===== src/rtl/multu_seq.sv =====
// Sequential WIDTHxWIDTH unsigned shift-add multiplier, one partial-product step per clock.
// Latency: 1 load + WIDTH MULTU cycles, then one OUT cycle publishes {HI, LO} on dataOut.
// No backpressure: the caller sequences Signal and waits for done before issuing OUT.
module multu_seq #(
    parameter int          WIDTH = 32,
    parameter logic [5:0]  MULTU = 6'b011001,
    parameter logic [5:0]  OUT   = 6'b111111
) (
    input  logic                 clk,
    input  logic                 reset,
    input  logic [WIDTH-1:0]     dataA,
    input  logic [WIDTH-1:0]     dataB,
    input  logic [5:0]           Signal,
    output logic [2*WIDTH-1:0]   dataOut,
    output logic                 done
);

    localparam logic [5:0] LAST = 6'(WIDTH);

    logic [WIDTH-1:0]   mcnd;
    logic [2*WIDTH-1:0] prod;
    logic               c;
    logic [5:0]         count;

    logic [WIDTH:0]     sum;
    logic [2*WIDTH:0]   shifted;

    // c is always zero after a shift, so folding it into the adder keeps the sum exact.
    always_comb begin
        sum     = '0;
        shifted = '0;
        sum     = {c, prod[2*WIDTH-1:WIDTH]} + (prod[0] ? {1'b0, mcnd} : '0);
        shifted = {sum, prod[WIDTH-1:0]} >> 1;
    end

    always_ff @(posedge clk) begin
        if (!reset) begin
            mcnd    <= '0;
            prod    <= '0;
            c       <= 1'b0;
            count   <= '0;
            done    <= 1'b0;
            dataOut <= '0;
        end else if (Signal == MULTU) begin
            if (count < LAST) begin
                {c, prod} <= shifted;
                count     <= count + 6'd1;
                done      <= (count + 6'd1 == LAST);
            end
        end else if (Signal == OUT) begin
            dataOut <= prod;
        end else begin
            mcnd  <= dataA;
            prod  <= {{WIDTH{1'b0}}, dataB};
            c     <= 1'b0;
            count <= '0;
            done  <= 1'b0;
        end
    end

endmodule


===== config.mk =====
export PLATFORM = sky130hd
export DESIGN_NAME = multu_seq
export DESIGN_NICKNAME = d
export VERILOG_FILES = /design/src/rtl/multu_seq.sv
export SDC_FILE = /design/constraint.sdc
export NUM_CORES = 1
export LEC_CHECK = 0
export BUFFER_PORTS_ARGS = -buffer_cell sky130_fd_sc_hd__buf_4
export CELL_PAD_IN_SITES_DETAIL_PLACEMENT = 0
export CELL_PAD_IN_SITES_GLOBAL_PLACEMENT = 2
export CORE_ASPECT_RATIO = 1.25
export CORE_UTILIZATION = 36
export CTS_CLUSTER_SIZE = 8
export DETAILED_ROUTE_END_ITERATION = 16
export GPL_TIMING_DRIVEN = 0
export PLACE_DENSITY_LB_ADDON = 0.1
export REMOVE_ABC_BUFFERS = 1
export SYNTH_ARGS = -nofsm -noshare
export SYNTH_HDL_FRONTEND = slang
export SYNTH_SLANG_ARGS = --single-unit

===== constraint.sdc =====
create_clock -name clk -period 5.5 [get_ports clk]
set_clock_uncertainty 0.1 [all_clocks]
set_input_delay 0.825 -clock clk [delete_from_list [all_inputs] [get_ports clk]]
set_output_delay 0.825 -clock clk [all_outputs]
set_load 0.05 [all_outputs]

==> results.yml <==
power:
  vdd_ir_drop_max_v: 0.000223
  switchingPower_uw: 648
  pwr-share-comb_pct: 5.7
  internal-power_mw: 2.07
  p_leak_nw: 4.66
  switching_share_pct: 23.8
  p_per_area_nw_per_um2: 267
  seqPwrFrac_pct: 46.3
  clkPwrFrac_pct: 48.0
global_route:
  grt_pass1_wl_um: 34000
  grtUsageTotal_pct: 18.3
  antenna_found_initial: 0
  grt_overflow: 0
  grt_max_degree: 150
  grt_pass1_vias: 6714
cts:
  root_buffer: "clkbuf_16"
  cts_tree: "yes"
  insertion_delay_ns: 0.43
  numClockSinks: 167
  clkTransAtPathRegs_ns: 0.07
  cts_buffers: 17
  cts_buffer_depth: 2
  cts_setup_buffers: 0
  cts_resized: 0
  htreeDepth: 4
  hold_buffers: 0
layout:
  final_net_count: 1211
  stdcell_area_um2: 10200
  multi_input_area_um2: 4680
  drive_above_1_share_pct: 16.7
  area_growth_syn_to_layout_pct: 22.6
  seqCellArea_um2: 3340
  nFillCells: 2328
  diodes: 0
sta:
  hold_violations: 0
  layout_min_cycle_time_ns: 4.39
  maxSlewHeadroom_pct: 22.7
  worst_slew_pin_slew_ns: 1.16
  rsz0062_at_grt: "false"
  setup_viol: 0
  report.final.slew_viol_count: 0
  holdWs_ns: 0.360
  fmaxAchievable_ghz: 0.228
  period_share_pct: 79.8
floorplan:
  core_um2: 22400
  die_x_um: 138
  die_height_um: 172
  top_level_ports: 137
  die_area_um2: 23700
  num_rows: 61
  start_util_pct: 37.1
critical_path:
  crit_fanout: 28
  rr_endpoint: "prod[61]"
  startpoint: "Signal[4]"
  cp_cell_sequence: "buf_4, nand3_1, or4_2, buf_12, nor2_1, nand2_1, or4_1, o211ai_1"
  crit_required_ns: 5.74
  reg2regPathDepth: 12
  cp_slowest_cell: "nor2_1"
  cp_slowest_stage_delay_ns: 0.89
  ff2ff_setup_slack_ns: 1.21
  endpoint_kind: "flip-flop"
  worst-path-buf-inv: 2
  arrival_ns: 4.63
  worstSetupPathType: "in -> reg"
  start_kind: "input pin"
  crit_family: "simple AND/OR/NAND/NOR gates"
  timing.rr.start: "prod[0]"
synthesis:
  yosys_register_bits: 167
  syn_avg_cell_area_um2: 8.24
  syn_area_um2: 8320
  synthArstFlopShare_pct: 0
  seq_area_frac_synth_pct: 40.2
  synth_cell_types: 49
  synth_top_area_cell: "dfxtp_1"
  netlist_top_cells_area: "dfxtp_1 (40%), nand2_1 (13%), a21boi_0 (8.8%)"
  synthFlopType: "dfxtp_1"
  ys_warn_count: 0
  yosys.area.top_type_share_pct: 40.2
  synth-edff-count: 0
  netlist_instances: 1009
detailed_routing:
  wl_per_cell_um: 15.1
  drt-pass1-iter-count: 7
  drtIter0Drc: 277
  wirelength_um: 21100
  ant_nets: 0
  vias: 7021
  drcViolationCount: 0
  vias_per_cell: 5.02
placement:
  placed_cell_area_um2: 9520
  dp_hpwl_um: 13900
  gp_congestion: 0.810
  portBuffers: 136
status:
  status: "complete, no violations"
worst_hold_path:
  hp-class: "reg -> reg"
  hold_end: "mcnd[0]"
  min-delay-start: "mcnd[0]"
  worstHoldPathCells: 2
job:
  cap_viol_max_count: 0
through the flow:
| stage | utilization (%) | std cells | worst slack, ns | TNS (ns) | power (mW) |
|---|---|---|---|---|---|
| floorplan | - | 945 | 0.707 | 0 | 1.36 |
| global placement | 42.1 | 1364 | -1.57 | -48.54 | 1.44 |
| detailed placement | 42.4 | 1367 | 0.615 | 0 | 1.45 |
| CTS | 45.3 | 1399 | 1.05 | 0 | 2.77 |
| global route | 45.4 | 1400 | 0.883 | 0 | 2.84 |
| finish | 45.4 | 1400 | 1.11 | 0 | 2.72 |
layout by cell type, fill, tap and decap left out, types with 6 or more instances in the layout:
master	Yosys	final
a21oi_1	35	35
nor2_1	30	29
dfxtp_1	167	167
nand3_1	8	8
and3_1	6	6
ha_1	34	34
buf_4	0	135
and2_1	36	35
clkbuf_16	0	17
xnor2_1	15	15
nand2_1	281	279
a21o_1	16	16
a22oi_1	6	6
o21ai_1	10	10
inv_1	14	14
nand4_1	7	7
o211a_1	33	33
o21ai_0	42	42
mux2i_1	32	32
nor2b_1	12	12
a21boi_0	97	97
xor2_1	11	11
cells by family (layout without fill, tap and decap cells):
family | Yosys count | after routing | synth area share [%]
adder cells (fa/ha/maj) | 35 | 35 | 5.36
AND/OR/NAND/NOR | 397 | 397 | 20.4
AO/OA/AOI/OAI | 274 | 274 | 23.7
multiplexers | 32 | 32 | 3.85
buffers and inverters | 78 | 186 | 3.67
XOR/XNOR | 26 | 26 | 2.74
flip-flops | 167 | 167 | 40.2
state kept, by name (all words and copies together) (netlist names):
| name | count |
|---|---|
| count | 6 |
| dataOut | 64 |
| done | 1 |
| prod | 64 |
| mcnd | 32 |
worst max-delay path by stage:
stage               end  slack, ns  cells after the start
2_1_floorplan  count[2]       0.71                      7
3_3_place_gp   count[2]      -1.57                      8
3_5_place_dp   prod[61]       0.62                      8
4_1_cts        prod[61]       1.05                      8
5_1_grt        prod[61]       0.88                     12
6_report       prod[61]       1.11                      8
layer usage:
| layer | part of all wire, % | vias up | global-route usage [%] |
|---|---|---|---|
| met5 | 0 | - | 0 |
| met4 | 0.92 | 0 | 4.54 |
| met3 | 3.9 | 13 | 3.43 |
| met2 | 50 | 121 | 32.4 |
| met1 | 45 | 3243 | 22.5 |
| li1 | - | 3644 | - |
worst min-delay path: stages (launching register included):
cell and delay (ns):
dfxtp_1 0.31, nand2_1 0.04, a21boi_0 0.06
cell usage after synthesis, drive strengths merged, types with 2 or more instances:
library cell	count
xnor2	15
o211a	33
a32oi	3
a21boi	98
buf	10
or4	2
and4	2
a22oi	6
clkbuf	54
and2	36
mux2i	32
o21ai	52
ha	34
and3	6
a221oi	2
dfxtp	167
a31oi	5
nand3	8
nand4	7
nor2b	12
a21o	16
xor2	11
o211ai	6
nor2	30
a21oi	37
a211o	3
nand2b	4
nand2	281
or2	4
o21bai	3
inv	14
nor3	3
a211oi	3
power groups by stage:
| stage | clock network (mW) | registers (mW) | logic, mW |
|---|---|---|---|
| 2_1_floorplan | 0 | 1.28 | 0.0789 |
| 6_report | 1.31 | 1.26 | 0.156 |
| 4_1_cts | 1.35 | 1.26 | 0.158 |
| 3_5_place_dp | 0 | 1.29 | 0.158 |
| 5_1_grt | 1.40 | 1.26 | 0.175 |
| 3_3_place_gp | 0 | 1.29 | 0.156 |
cell type report:
| cell class | instances | share of cell area, % |
|---|---|---|
| well taps | 283 | 3.47 |
| clock buffers | 18 | 4.31 |
| multi-input cells | 764 | 46.0 |
| inverters | 14 | 0.516 |
| clock inverters | 14 | 2.04 |
| flip-flops and latches | 167 | 32.8 |
| repair buffers | 140 | 10.9 |
No activity file was read; power rests on OpenSTA's default activity.
